==> config.mk <==
export PLATFORM = sky130hd
export DESIGN_NAME = axi_lite_slave_regs_flat
export DESIGN_NICKNAME = d
export VERILOG_FILES = /design/src/rtl/axi_lite_slave_regs_if.sv /design/src/rtl/axi_lite_slave_regs.sv /design/src/flat_wrapper.sv
export SDC_FILE = /design/constraint.sdc
export NUM_CORES = 1
export LEC_CHECK = 0
export CORE_AREA = 2 2 175 177
export CTS_CLUSTER_SIZE = 25
export DETAILED_ROUTE_END_ITERATION = 12
export DIE_AREA = 0 0 177 179
export PLACE_DENSITY = 0.65
export REMOVE_ABC_BUFFERS = 1
export SYNTH_ARGS = -nofsm -noshare
export SYNTH_HDL_FRONTEND = slang
export SYNTH_SLANG_ARGS = --single-unit
==> constraint.sdc <==
create_clock -name ACLK -period 3.9 [get_ports ACLK]
set_input_delay 0.78 -clock ACLK [delete_from_list [all_inputs] [get_ports ACLK]]
set_output_delay 0.78 -clock ACLK [all_outputs]
set_load 0.01 [all_outputs]
==> src/rtl/axi_lite_slave_regs_if.sv <==
// AXI4-Lite bus bundle for the register-file slave.
// Carries the AW/W/B write channels and the AR/R read channels;
// clock and reset are kept as plain ports on the modules.
interface axi_lite_slave_regs_if #(
    parameter int ADDR_WIDTH = 5,
    parameter int DATA_WIDTH = 32
);
    logic [ADDR_WIDTH-1:0] S_AWADDR;
    logic                  S_AWVALID;
    logic                  S_AWREADY;
    logic [DATA_WIDTH-1:0] S_WDATA;
    logic                  S_WVALID;
    logic                  S_WREADY;
    logic                  S_BVALID;
    logic                  S_BREADY;
    logic                  S_BRESP;
    logic [ADDR_WIDTH-1:0] S_ARADDR;
    logic                  S_ARVALID;
    logic                  S_ARREADY;
    logic [DATA_WIDTH-1:0] S_RDATA;
    logic                  S_RVALID;
    logic                  S_RREADY;
    logic                  S_RRESP;

    modport slave (
        input  S_AWADDR, S_AWVALID, S_WDATA, S_WVALID, S_BREADY,
        input  S_ARADDR, S_ARVALID, S_RREADY,
        output S_AWREADY, S_WREADY, S_BVALID, S_BRESP,
        output S_ARREADY, S_RDATA, S_RVALID, S_RRESP
    );

    modport master (
        output S_AWADDR, S_AWVALID, S_WDATA, S_WVALID, S_BREADY,
        output S_ARADDR, S_ARVALID, S_RREADY,
        input  S_AWREADY, S_WREADY, S_BVALID, S_BRESP,
        input  S_ARREADY, S_RDATA, S_RVALID, S_RRESP
    );
endinterface

==> src/rtl/axi_lite_slave_regs.sv <==
// AXI4-Lite slave register file: six read/write words, a read-only
// count of successful writes (word 6) and a read-only ID (word 7).
// Write and read paths are independent FSMs with registered outputs.
module axi_lite_slave_regs #(
    parameter int ADDR_WIDTH = 5,
    parameter int DATA_WIDTH = 32,
    parameter logic [DATA_WIDTH-1:0] ID_VALUE = 32'hA11E_0001
) (
    input logic ACLK,
    input logic ARESETN,
    axi_lite_slave_regs_if.slave s_axi
);

    typedef enum logic {W_ACCEPT, W_RESP} w_state_t;
    typedef enum logic {R_ACCEPT, R_DATA} r_state_t;

    w_state_t w_state, w_state_next;
    r_state_t r_state, r_state_next;

    logic                  aw_ready, aw_ready_next;
    logic                  w_ready, w_ready_next;
    logic                  aw_held, aw_held_next;
    logic                  w_held, w_held_next;
    logic [ADDR_WIDTH-1:0] aw_addr, aw_addr_next;
    logic [DATA_WIDTH-1:0] w_data, w_data_next;
    logic                  bvalid, bvalid_next;
    logic                  bresp, bresp_next;
    logic                  commit;
    logic                  commit_err;

    logic                  ar_ready, ar_ready_next;
    logic                  rvalid, rvalid_next;
    logic                  rresp, rresp_next;
    logic [DATA_WIDTH-1:0] rdata, rdata_next;
    logic [DATA_WIDTH-1:0] rd_word;
    logic                  rd_misaligned;

    logic [DATA_WIDTH-1:0] rw_regs [0:5];
    logic [DATA_WIDTH-1:0] wcount;

    // Misaligned addresses and the read-only words 6/7 reject the write.
    assign commit_err = (aw_addr[1:0] != 2'b00) || (aw_addr[4:3] == 2'b11);
    assign rd_misaligned = (s_axi.S_ARADDR[1:0] != 2'b00);

    // Write path: collect AW and W into holding registers, commit once both are held, then respond.
    always_comb begin
        w_state_next = w_state;
        aw_ready_next = aw_ready;
        w_ready_next = w_ready;
        aw_held_next = aw_held;
        w_held_next = w_held;
        aw_addr_next = aw_addr;
        w_data_next = w_data;
        bvalid_next = bvalid;
        bresp_next = bresp;
        commit = 1'b0;
        case (w_state)
            W_ACCEPT: begin
                if (aw_held && w_held) begin
                    commit = 1'b1;
                    aw_held_next = 1'b0;
                    w_held_next = 1'b0;
                    aw_ready_next = 1'b0;
                    w_ready_next = 1'b0;
                    bvalid_next = 1'b1;
                    bresp_next = commit_err;
                    w_state_next = W_RESP;
                end else begin
                    if (s_axi.S_AWVALID && aw_ready) begin
                        aw_held_next = 1'b1;
                        aw_addr_next = s_axi.S_AWADDR;
                    end
                    if (s_axi.S_WVALID && w_ready) begin
                        w_held_next = 1'b1;
                        w_data_next = s_axi.S_WDATA;
                    end
                    aw_ready_next = !aw_held_next;
                    w_ready_next = !w_held_next;
                end
            end
            W_RESP: begin
                if (s_axi.S_BREADY) begin
                    bvalid_next = 1'b0;
                    bresp_next = 1'b0;
                    aw_ready_next = 1'b1;
                    w_ready_next = 1'b1;
                    w_state_next = W_ACCEPT;
                end
            end
            default: w_state_next = W_ACCEPT;
        endcase
    end

    // Write path state and registered outputs; reset drops any half-collected transaction.
    always_ff @(posedge ACLK or negedge ARESETN) begin
        if (!ARESETN) begin
            w_state <= W_ACCEPT;
            aw_ready <= 1'b0;
            w_ready <= 1'b0;
            aw_held <= 1'b0;
            w_held <= 1'b0;
            aw_addr <= '0;
            w_data <= '0;
            bvalid <= 1'b0;
            bresp <= 1'b0;
        end else begin
            w_state <= w_state_next;
            aw_ready <= aw_ready_next;
            w_ready <= w_ready_next;
            aw_held <= aw_held_next;
            w_held <= w_held_next;
            aw_addr <= aw_addr_next;
            w_data <= w_data_next;
            bvalid <= bvalid_next;
            bresp <= bresp_next;
        end
    end

    // Register storage and write counter, updated only by an accepted commit.
    always_ff @(posedge ACLK or negedge ARESETN) begin
        if (!ARESETN) begin
            for (int i = 0; i < 6; i++) begin
                rw_regs[i] <= '0;
            end
            wcount <= '0;
        end else if (commit && !commit_err) begin
            for (int i = 0; i < 6; i++) begin
                if (aw_addr[4:2] == 3'(i)) begin
                    rw_regs[i] <= w_data;
                end
            end
            wcount <= wcount + DATA_WIDTH'(1);
        end
    end

    // Read mux: selects the word addressed by the incoming AR channel.
    always_comb begin
        rd_word = '0;
        case (s_axi.S_ARADDR[4:2])
            3'd0: rd_word = rw_regs[0];
            3'd1: rd_word = rw_regs[1];
            3'd2: rd_word = rw_regs[2];
            3'd3: rd_word = rw_regs[3];
            3'd4: rd_word = rw_regs[4];
            3'd5: rd_word = rw_regs[5];
            3'd6: rd_word = wcount;
            3'd7: rd_word = ID_VALUE;
            default: rd_word = '0;
        endcase
    end

    // Read path: capture the selected word on the AR handshake and hold it until RREADY.
    always_comb begin
        r_state_next = r_state;
        ar_ready_next = ar_ready;
        rvalid_next = rvalid;
        rdata_next = rdata;
        rresp_next = rresp;
        case (r_state)
            R_ACCEPT: begin
                ar_ready_next = 1'b1;
                if (s_axi.S_ARVALID && ar_ready) begin
                    ar_ready_next = 1'b0;
                    rvalid_next = 1'b1;
                    rdata_next = rd_misaligned ? '0 : rd_word;
                    rresp_next = rd_misaligned;
                    r_state_next = R_DATA;
                end
            end
            R_DATA: begin
                if (s_axi.S_RREADY) begin
                    rvalid_next = 1'b0;
                    ar_ready_next = 1'b1;
                    r_state_next = R_ACCEPT;
                end
            end
            default: r_state_next = R_ACCEPT;
        endcase
    end

    // Read path state and registered outputs.
    always_ff @(posedge ACLK or negedge ARESETN) begin
        if (!ARESETN) begin
            r_state <= R_ACCEPT;
            ar_ready <= 1'b0;
            rvalid <= 1'b0;
            rdata <= '0;
            rresp <= 1'b0;
        end else begin
            r_state <= r_state_next;
            ar_ready <= ar_ready_next;
            rvalid <= rvalid_next;
            rdata <= rdata_next;
            rresp <= rresp_next;
        end
    end

    assign s_axi.S_AWREADY = aw_ready;
    assign s_axi.S_WREADY = w_ready;
    assign s_axi.S_BVALID = bvalid;
    assign s_axi.S_BRESP = bresp;
    assign s_axi.S_ARREADY = ar_ready;
    assign s_axi.S_RVALID = rvalid;
    assign s_axi.S_RDATA = rdata;
    assign s_axi.S_RRESP = rresp;

endmodule

==> src/flat_wrapper.sv <==
// flat-port wrapper written by rule: the top's interface ports become plain ports
module axi_lite_slave_regs_flat 
#(
    parameter int ADDR_WIDTH = 5,
    parameter int DATA_WIDTH = 32,
    parameter logic [DATA_WIDTH-1:0] ID_VALUE = 32'hA11E_0001
)
  (ACLK, ARESETN, s_axi_S_AWADDR, s_axi_S_AWVALID, s_axi_S_WDATA, s_axi_S_WVALID, s_axi_S_BREADY, s_axi_S_ARADDR, s_axi_S_ARVALID, s_axi_S_RREADY, s_axi_S_AWREADY, s_axi_S_WREADY, s_axi_S_BVALID, s_axi_S_BRESP, s_axi_S_ARREADY, s_axi_S_RDATA, s_axi_S_RVALID, s_axi_S_RRESP);
  axi_lite_slave_regs_if #(.ADDR_WIDTH(ADDR_WIDTH), .DATA_WIDTH(DATA_WIDTH)) s_axi_i ();
  input logic ACLK;
  input logic ARESETN;
  input wire logic [$bits(s_axi_i.S_AWADDR)-1:0] s_axi_S_AWADDR;
  input wire logic [$bits(s_axi_i.S_AWVALID)-1:0] s_axi_S_AWVALID;
  input wire logic [$bits(s_axi_i.S_WDATA)-1:0] s_axi_S_WDATA;
  input wire logic [$bits(s_axi_i.S_WVALID)-1:0] s_axi_S_WVALID;
  input wire logic [$bits(s_axi_i.S_BREADY)-1:0] s_axi_S_BREADY;
  input wire logic [$bits(s_axi_i.S_ARADDR)-1:0] s_axi_S_ARADDR;
  input wire logic [$bits(s_axi_i.S_ARVALID)-1:0] s_axi_S_ARVALID;
  input wire logic [$bits(s_axi_i.S_RREADY)-1:0] s_axi_S_RREADY;
  output wire logic [$bits(s_axi_i.S_AWREADY)-1:0] s_axi_S_AWREADY;
  output wire logic [$bits(s_axi_i.S_WREADY)-1:0] s_axi_S_WREADY;
  output wire logic [$bits(s_axi_i.S_BVALID)-1:0] s_axi_S_BVALID;
  output wire logic [$bits(s_axi_i.S_BRESP)-1:0] s_axi_S_BRESP;
  output wire logic [$bits(s_axi_i.S_ARREADY)-1:0] s_axi_S_ARREADY;
  output wire logic [$bits(s_axi_i.S_RDATA)-1:0] s_axi_S_RDATA;
  output wire logic [$bits(s_axi_i.S_RVALID)-1:0] s_axi_S_RVALID;
  output wire logic [$bits(s_axi_i.S_RRESP)-1:0] s_axi_S_RRESP;
  assign s_axi_i.S_AWADDR = s_axi_S_AWADDR;
  assign s_axi_i.S_AWVALID = s_axi_S_AWVALID;
  assign s_axi_i.S_WDATA = s_axi_S_WDATA;
  assign s_axi_i.S_WVALID = s_axi_S_WVALID;
  assign s_axi_i.S_BREADY = s_axi_S_BREADY;
  assign s_axi_i.S_ARADDR = s_axi_S_ARADDR;
  assign s_axi_i.S_ARVALID = s_axi_S_ARVALID;
  assign s_axi_i.S_RREADY = s_axi_S_RREADY;
  assign s_axi_S_AWREADY = s_axi_i.S_AWREADY;
  assign s_axi_S_WREADY = s_axi_i.S_WREADY;
  assign s_axi_S_BVALID = s_axi_i.S_BVALID;
  assign s_axi_S_BRESP = s_axi_i.S_BRESP;
  assign s_axi_S_ARREADY = s_axi_i.S_ARREADY;
  assign s_axi_S_RDATA = s_axi_i.S_RDATA;
  assign s_axi_S_RVALID = s_axi_i.S_RVALID;
  assign s_axi_S_RRESP = s_axi_i.S_RRESP;
  axi_lite_slave_regs #(.ADDR_WIDTH(ADDR_WIDTH), .DATA_WIDTH(DATA_WIDTH), .ID_VALUE(ID_VALUE)) u_core (.ACLK(ACLK), .ARESETN(ARESETN), .s_axi(s_axi_i));
endmodule
* Yosys cells after proc, flatten, opt, wreduce, memory -nomap -nowiden
Cells that the tools add are included.
** Storage, ports and cells
- Register bits after elaboration :: 304
- Input port bits :: 49
- Output and inout port bits :: 39
- Word-level logic and storage cells :: 99
** Cells by class
- Add/subtract/negate cells :: 1
- Equal/unequal tests :: 17
- Mux-type cells :: 33
- Bitwise operators :: 3
- Reduce and logical (&&, ||, !) cells :: 24
** Operators with widths (count)
- case mux 32 bit (8 select lines) :: 1
- adder 32 x 1 -> 32 bit (second input constant) :: 1
- two-way mux 32 bit :: 1
- two-way mux 1 bit :: 23
- == test 3 bit (second input constant) :: 6
- AND reduction 2 bit :: 9
- case mux 1 bit (2 select lines) :: 8
- == test 3 x 2 -> 1 bit (second input constant) :: 4
- == test 3 x 1 -> 1 bit (second input constant) :: 2
- zero test 3 bit :: 2
- AND reduction 3 bit :: 2
- logical AND 1 bit :: 5
- != test 2 x 1 -> 1 bit (second input constant) :: 2
- != test 2 bit (second input constant) :: 2
- nonzero test 2 bit :: 2
- zero test 1 bit :: 3
- inverter 1 bit :: 3
- == test 2 bit (second input constant) :: 1
- logical OR 1 bit :: 1

* Depth between registers and ports, before layout
Gate-level depths: netlist (run 1).
- Word-level depth :: 7
- Gate-level depth with buffers :: 8

* Least setup slack after synthesis (run 1)
No wires, ideal clock.
- Path kind :: input-to-reg
- Start :: in s_axi_S_ARADDR[3]
- End :: reg u_core.rdata[30] (netlist: u_core.s_axi.S_RDATA[30])
- Arrival :: 2100 ps
- Data required time :: 3768 ps
- Setup slack :: 1668 ps
- Stages :: 7
- Buffers on the path :: 3
- Cells stage by stage :: clkbuf_1 nor2b_1 clkbuf_1 clkbuf_1 a221oi_1 a221oi_1 o21ai_0
** Between the ends
- Cells in the longest elaborated chain, start to end :: 3
- Elaborated cells on any way between the ends :: 10
- Classes of those cells :: eq/ne: 7; mux: 2; reduce/logical: 1
** RTL lines
- start, declared :: RTL line flat_wrapper.sv:17 : input wire logic [$bits(s_axi_i.S_ARADDR)-1:0] s_axi_S_ARADDR;
- == test 3 bit, or another cell as far along :: RTL line axi_lite_slave_regs.sv:139 : case (s_axi.S_ARADDR[4:2])
- case mux 32 bit (8 select lines) (*) :: RTL line axi_lite_slave_regs.sv:139
- two-way mux 32 bit (*) :: RTL line axi_lite_slave_regs.sv:165 : rdata_next = rd_misaligned ? '0 : rd_word;
- end signal, assigned :: RTL line axi_lite_slave_regs.sv:193 : rdata <= rdata_next;
- end, declared :: RTL line axi_lite_slave_regs.sv:34 : logic [DATA_WIDTH-1:0] rdata, rdata_next;
Every way passes the cells marked *; elsewhere a longest branch is shown, timed or not.
A chain may end at the register's enable or synchronous reset.

* Final worst setup path (run 1)
- Start :: reg u_core.aw_addr[3]
- End :: reg u_core.rw_regs[170] (netlist name)
** Between the ends
- Cells in the longest elaborated chain, start to end :: 5
- Elaborated cells on any way between the ends :: 6
- Classes of those cells :: eq/ne: 1; reduce/logical: 5
** RTL lines
- start, declared :: RTL line axi_lite_slave_regs.sv:24 : logic [ADDR_WIDTH-1:0] aw_addr, aw_addr_next;
- start signal, assigned :: RTL line axi_lite_slave_regs.sv:112 : aw_addr <= aw_addr_next;
- == test 2 bit :: RTL line axi_lite_slave_regs.sv:42 : assign commit_err = (aw_addr[1:0] != 2'b00) || (aw_addr[4:3] == 2'b11);
- logical OR 1 bit :: RTL line axi_lite_slave_regs.sv:42
- zero test 1 bit :: RTL line axi_lite_slave_regs.sv:126 : end else if (commit && !commit_err) begin
- logical AND 1 bit :: RTL line axi_lite_slave_regs.sv:126
- AND reduction 2 bit (no source line) (*)
- end signal, assigned by index :: RTL line axi_lite_slave_regs.sv:129 : rw_regs[i] <= w_data;
- end, declared :: RTL line axi_lite_slave_regs.sv:38 : logic [DATA_WIDTH-1:0] rw_regs [0:5];
Marks and branches as above.

==> results of run 1 <==
[per-layer routing]
metal  vias to the layer above  part of all wire [%]  routed length, um  global-route usage, %
li1                       4010                     -                  -                      -
met1                      4562                    46              14500                   28.7
met2                       179                    48              15000                   33.8
met3                        45                   4.0               1250                   2.48
met4                         0                   1.7                525                   4.86
met5                         -                     0                  0                      0
[worst max-delay path: stages, from the launching register on]
cell and delay [ns]:
dfrtp_1 0.55, a211oi_4 0.45, nand2_4 0.19, nor4_4 0.63
buf_4 0.39, mux2_2 0.37
[worst min path at each step]
stage | start | to | slack (ns) | cells past startpoint
2_1_floorplan | u_core.wcount[31] | u_core.wcount[31] | 0.45 | 1
3_3_place_gp | u_core.s_axi.S_RVALID | u_core.s_axi.S_RVALID | 0.46 | 2
3_5_place_dp | u_core.s_axi.S_RVALID | u_core.s_axi.S_RVALID | 0.46 | 2
4_1_cts | ARESETN | u_core.aw_addr[4] | 0.28 | 1
5_1_grt | ARESETN | u_core.aw_addr[4] | 0.29 | 1
6_report | ARESETN | u_core.aw_addr[4] | 0.26 | 1
[final cells by class]
type / instances / area share [%]
Tap cell: 396 / 3.16
Clock inverter: 5 / 0.367
Multi-Input combinational cell: 677 / 34.0
Sequential cell: 304 / 48.6
Clock buffer: 49 / 6.24
Timing Repair Buffer: 115 / 7.07
Inverter: 23 / 0.551
[through the flow]
step                total power, W  hold WS, ns  setup WS (ns)  util (%)
CTS                         0.0104        0.276           1.20      52.2
global placement           0.00728        0.461           1.04      48.7
global route                0.0109        0.293           1.08      52.2
floorplan                  0.00645        0.446          0.478         -
finish                      0.0103        0.256           1.19      52.2
detailed placement         0.00739        0.461           1.03      48.7
[layout by cell type (no fill, tap or decap), types with 9 or more instances in the layout]
| master | instances |
|---|---|
| dfrtp_1 | 304 |
| mux2_2 | 218 |
| clkdlybuf4s50_1 | 83 |
| nand2_1 | 82 |
| o21ai_0 | 75 |
| a21oi_1 | 49 |
| nor2_1 | 38 |
| clkbuf_16 | 35 |
| mux2i_1 | 25 |
| buf_4 | 25 |
| inv_1 | 23 |
| xnor2_1 | 23 |
| a22o_1 | 21 |
| a221oi_1 | 15 |
| nand3_1 | 12 |
| o211ai_1 | 11 |
| a22oi_1 | 9 |
| a21o_1 | 9 |
| clkbuf_1 | 9 |
[registers in the layout (all words and copies together) (netlist names), 5 cells and up]
register              count
u_core.wcount            32
u_core.s_axi.S_RDATA     32
u_core.rw_regs          192
u_core.aw_addr            5
u_core.w_data            32
[kinds of logic after synthesis]
kind of cell | synth area share (%)
buf+inv | 2.86
simple gates | 6.85
flops | 57.1
xor+xnor | 2.04
compound gates | 10.5
mux | 20.5
fa+ha+maj | 0.0940
[where the power goes]
| part | switching (W) | internal (W) |
|---|---|---|
| Clock | 0.00119 | 0.00180 |
| Sequential | 0.000880 | 0.00426 |
| Combinational | 0.000870 | 0.00130 |
==> results.tsv, run 1 <==
stage	metric	value	unit
global_route	antenna_found_initial	0	
synthesis	synth_enable_flop_cells	0	
clock_network	cts_made_buffers	34	
detailed_routing	dr.first_iter.drc_count	514	
timing	finalSetupTns	0	ns
pwr	ir_drop	398	uV
detailed_routing	wl	31.2	mm
final_layout	stdcell_count	1569	
synthesis	ys_types	56	
clock_network	post_cts_resized	0	
floorplanning	die_w	177	um
detailed_routing	drt-vias-per-instance	5.61	
timing	fin_crit_sh	69.6	%
clock_network	cts_sinks	304	
floorplanning	dieArea	31700	um^2
clock_network	cts_root_buffer	clkbuf_16	
worst_setup_path	path_max_fanout	13	
detailed_routing	dr.pass1.iters	4	
clock_network	clk_pin_slew	0.06	ns
final_layout	n_fill_cell	2656	
clock_network	cts_tree	built	
timing	fmax	368	MHz
synthesis	synthFlopType	dfrtp_1	
global_route	grt_max_degree	92	
placed_design	portBuffers	87	
final_layout	stdcell_area	15700	um^2
timing	tightest_slew	0.962	ns
worst_setup_path	timing.critical_path.to	u_core.rw_regs[170]	
synthesis	ys_ff_latch	304	
detailed_routing	drt-wirelength-per-cell	19.9	um
pwr	p_per_area	658	nW/um^2
worst_setup_path	crit_type	flop to flop	
synthesis	synth_common_cells	dfrtp_1, mux2_2, nand2_1	
synthesis	syn-cell-area	13300	um^2
worst_setup_path	reg2reg_from	u_core.aw_addr[3]	
global_route	grt_pass1_vias	9011	
worst_setup_path	crit_start	u_core.aw_addr[3]	
clock_network	h-tree-depth	2	
global_route	grt_usage	20.4	%
final_layout	diodes	0	
floorplanning	die_h	179	um
final_layout	seqCellArea	7610	um^2
worst_setup_path	r2r_cells	5	
detailed_routing	ant_nets	0	
placed_design	placed_cell_area	14600	um^2
synthesis	ys_seq_area_share	57.1	%
worst_setup_path	rrSetupSlack	1.19	ns
timing	finalHoldViolCount	0	
worst_setup_path	worstPathArrival	3.09	ns
floorplanning	design.core.area	30000	um^2
timing	max-slew-margin-rel	35.7	%
run	maxCapViolCount	0	
worst_setup_path	cp_data_required_time	4.28	ns
clock_network	cts_hold_buf	0	
final_layout	multi_input_area	5340	um^2
clock_network	insertion_delay	0.50	ns
timing	setup_violations	0	
placed_design	place_congestion	0.817	
detailed_routing	route.detailed.drc	0	
synthesis	syn_avg_cell_area	12.4	um^2
synthesis	ys_warn_count	0	
timing	final.setup_skew	0.0137	ns
final_layout	nNetsFinal	1205	
global_route	grt_pass1_wl	50.3	mm
global_route	grt_overflow	0	
clock_network	cts_setup_buffers	0	
floorplanning	std_cell_rows	64	
synthesis	synth_area_leaders	dfrtp_1, mux2_2, o21ai_0, nand2_1, mux2i_1	
timing	fin_crit	2.71	ns
clock_network	clk_path_buf_depth	3	
worst_setup_path	start_kind	flop	
detailed_routing	via_count	8796	
floorplanning	start_util	44.3	%
worst_setup_path	end_kind	flop	
pwr	leakage	7.22	nW
floorplanning	io_pins	88	
status	status	completed	
placed_design	hpwl	19.6	mm
synthesis	yosysMostFrequentCell	dfrtp_1	
timing	rsz0062_at_grt	false	
synthesis	synth_top_area_share	57.1	%
worst_setup_path	r2r-end	u_core.rw_regs[170]	
min_path	min_path_type	input pin to asynchronous set/reset pin	
synthesis	async_reset_ff_share	100	%
synthesis	yosys.area.top_type	dfrtp_1	
placed_design	placed_cells	1515	
timing	drv_slew	0	
synthesis	syn-instance-count	1070	
final_layout	drive_gt1_share	26.4	%
final_layout	syn2layout_area_growth	17.7	%
Power figures use the tool's default switching activity.
==> run 2: changes to the inputs <==
--- a/config.mk
+++ b/config.mk
@@ -9,7 +9,7 @@
 export CTS_CLUSTER_SIZE = 25
 export DETAILED_ROUTE_END_ITERATION = 12
 export DIE_AREA = 0 0 177 179
-export PLACE_DENSITY = 0.65
+export PLACE_DENSITY = 0.68
 export REMOVE_ABC_BUFFERS = 1
 export SYNTH_ARGS = -nofsm -noshare
 export SYNTH_HDL_FRONTEND = slang
==> constraint.sdc (replaced) <==
create_clock -name ACLK -period 2.35 [get_ports ACLK]
set_input_delay 0.47 -clock ACLK [delete_from_list [all_inputs] [get_ports ACLK]]
set_output_delay 0.47 -clock ACLK [all_outputs]
set_load 0.01 [all_outputs]
==> results.tsv, run 2 (synthesis gave the netlist of run 1 again) <==
stage	metric	value	unit
final_layout	largest_reg_flops	192	
floorplanning	io_pins	88	
pwr	p_per_area	1070	nW/um^2
detailed_routing	route.detailed.drc	0	
global_route	grt_pass1_vias	8947	
pwr	pwr-share-seq	49.8	%
detailed_routing	drt-vias-per-instance	5.54	
timing	final.setup_skew	0.00939	ns
pwr	internal_power	0.0121	W
clock_network	post_cts_resized	0	
timing	max-slew-margin-rel	31.1	%
final_layout	n_fill_cell	2562	
placed_design	placed_cells	1534	
timing	setup_violations	0	
min_path	min_path_type	input pin to asynchronous set/reset pin	
worst_setup_path	path_max_fanout	43	
pwr	p_sw	0.00488	W
pwr	power.share.combinational	22.0	%
worst_setup_path	crit_type	flop to flop	
run	maxCapViolCount	0	
floorplanning	die_w	177	um
global_route	antenna_found_initial	0	
final_layout	nNetsFinal	1222	
worst_setup_path	cp_data_required_time	2.79	ns
worst_setup_path	critPathMaxStageDelay	0.45	ns
global_route	grt_overflow	0	
detailed_routing	drt-wirelength-per-cell	19.4	um
clock_network	clk_path_buf_depth	3	
detailed_routing	ant_nets	0	
status	status	completed	
floorplanning	die_h	179	um
worst_setup_path	cp_slowest_cell	dfrtp_1	
floorplanning	start_util	44.3	%
final_layout	stdcell_count	1590	
worst_setup_path	critPathBufInv	1	
worst_setup_path	crit_chain	and3b_1 -> nand2_4 -> nor4b_4 -> buf_12 -> mux2_2	
timing	finalHoldViolCount	0	
final_layout	multi_input_area	5340	um^2
clock_network	cts_tree	built	
global_route	grt_pass1_wl	49.6	mm
global_route	grt_usage	20.0	%
worst_setup_path	worstPathArrival	2.56	ns
final_layout	mostFrequentLayoutCells	dfrtp_1, mux2_2, clkdlybuf4s50_1, nand2_1, o21ai_0	
worst_setup_path	start_kind	flop	
placed_design	placed_cell_area	14900	um^2
floorplanning	design.core.area	30000	um^2
timing	fmax	472	MHz
worst_setup_path	end_kind	flop	
clock_network	cts_made_buffers	31	
clock_network	clk_pin_slew	0.06	ns
global_route	grt_max_degree	59	
detailed_routing	wl	30.8	mm
floorplanning	std_cell_rows	64	
placed_design	portBuffers	87	
timing	fin_crit	2.12	ns
pwr	ir_drop	571	uV
timing	rsz0062_at_grt	false	
placed_design	place_congestion	0.792	
clock_network	insertion_delay	0.56	ns
timing	drv_slew	0	
final_layout	layout_commonest_cell	dfrtp_1	
final_layout	regMostFlops	u_core.rw_regs	
final_layout	seqCellArea	7610	um^2
detailed_routing	dr.first_iter.drc_count	484	
floorplanning	dieArea	31700	um^2
clock_network	cts_root_buffer	clkbuf_16	
detailed_routing	dr.pass1.iters	4	
worst_setup_path	path_delay_family	simple AND/OR/NAND/NOR gates	
clock_network	cts_sinks	304	
clock_network	h-tree-depth	1	
pwr	swShare	28.7	%
pwr	leakage	7.34	nW
timing	tightest_slew	1.03	ns
final_layout	syn2layout_area_growth	19.5	%
placed_design	hpwl	19.5	mm
detailed_routing	via_count	8810	
final_layout	stdcell_area	15900	um^2
final_layout	drive_gt1_share	27.6	%
timing	fin_crit_sh	90.1	%
final_layout	diodes	0	
pwr	clock_power_share	28.2	%
run 2: cell count changes in the layout (fill, tap and decap cells not counted):
cell	before	now
buf_12	3	13
clkbuf_16	35	31
dlygate4sd3_1	0	1
clkbuf_8	5	9
buf_4	25	34
clkinv_4	1	0
clkbuf_1	9	10
inv_6	1	2
run 2: final cells by class:
| class | count | area share (%) |
|---|---|---|
| inverters | 23 | 0.543 |
| clock inverters | 5 | 0.362 |
| multi-input cells | 677 | 33.5 |
| well taps | 396 | 3.12 |
| clock buffers | 50 | 5.89 |
| flip-flops and latches | 304 | 47.8 |
| repair buffers | 135 | 8.72 |
run 2: repair_timing:
item	4_1_cts	5_1_grt
hold buffers	1	0
buffers inserted	0	0
endpoints found under the hold margin	49	0
run 2: layer usage:
| metal | routed length [um] | up-vias | global-route usage (%) |
|---|---|---|---|
| met5 | 0 | - | 0 |
| met3 | 1520 | 34 | 3.46 |
| met1 | 14100 | 4546 | 27.6 |
| met4 | 427 | 0 | 4.37 |
| li1 | - | 4041 | - |
| met2 | 14700 | 189 | 33.2 |
run 2: through the flow:
step / hold WS, ns / TNS, ns / utilization, % / power (W) / worst slack [ns]
final: 0.434 / 0 / 53.0 / 0.0170 / 0.232
after global routing: 0.474 / 0 / 53.0 / 0.0180 / 0.128
after global placement: 0.450 / 0 / 49.6 / 0.0121 / 0.149
after floorplan: 0.174 / -81.70 / - / 0.0107 / -0.762
after CTS: 0.439 / 0 / 53.0 / 0.0172 / 0.238
after detailed placement: 0.450 / 0 / 49.6 / 0.0123 / 0.148
run 2: power by group through the flow:
stage / combinational [W] / sequential (W) / clock (W)
2_1_floorplan: 0.00252 / 0.00818 / 0
3_3_place_gp: 0.00365 / 0.00848 / 0
3_5_place_dp: 0.00378 / 0.00855 / 0
4_1_cts: 0.00380 / 0.00846 / 0.00491
5_1_grt: 0.00414 / 0.00875 / 0.00512
6_report: 0.00373 / 0.00848 / 0.00480
run 2: worst paths after layout:
| check | start | endpoint | slack, ns | cells past startpoint |
|---|---|---|---|---|
| worst max-delay path | u_core.w_state | u_core.rw_regs[156] | 0.23 | 5 |
| worst min-delay path | ARESETN | u_core.s_axi.S_RDATA[1] | 0.43 | 2 |
| worst max register to register | u_core.w_state | u_core.rw_regs[156] | 0.23 | 5 |
| worst min register to register | u_core.s_axi.S_RVALID | u_core.s_axi.S_RVALID | 0.47 | 2 |
| max in group asynchronous | ARESETN | u_core.rw_regs[134] | 1.23 | 3 |
| min in group ACLK | u_core.s_axi.S_RVALID | u_core.s_axi.S_RVALID | 0.47 | 2 |
==> run 3: changes to the inputs <==
--- a/config.mk
+++ b/config.mk
@@ -14,3 +14,4 @@
 export SYNTH_ARGS = -nofsm -noshare
 export SYNTH_HDL_FRONTEND = slang
 export SYNTH_SLANG_ARGS = --single-unit
+export TNS_END_PERCENT = 10
==> results of run 3 <==
No change in the layout: final DEF, timing and power equal those of run 2.
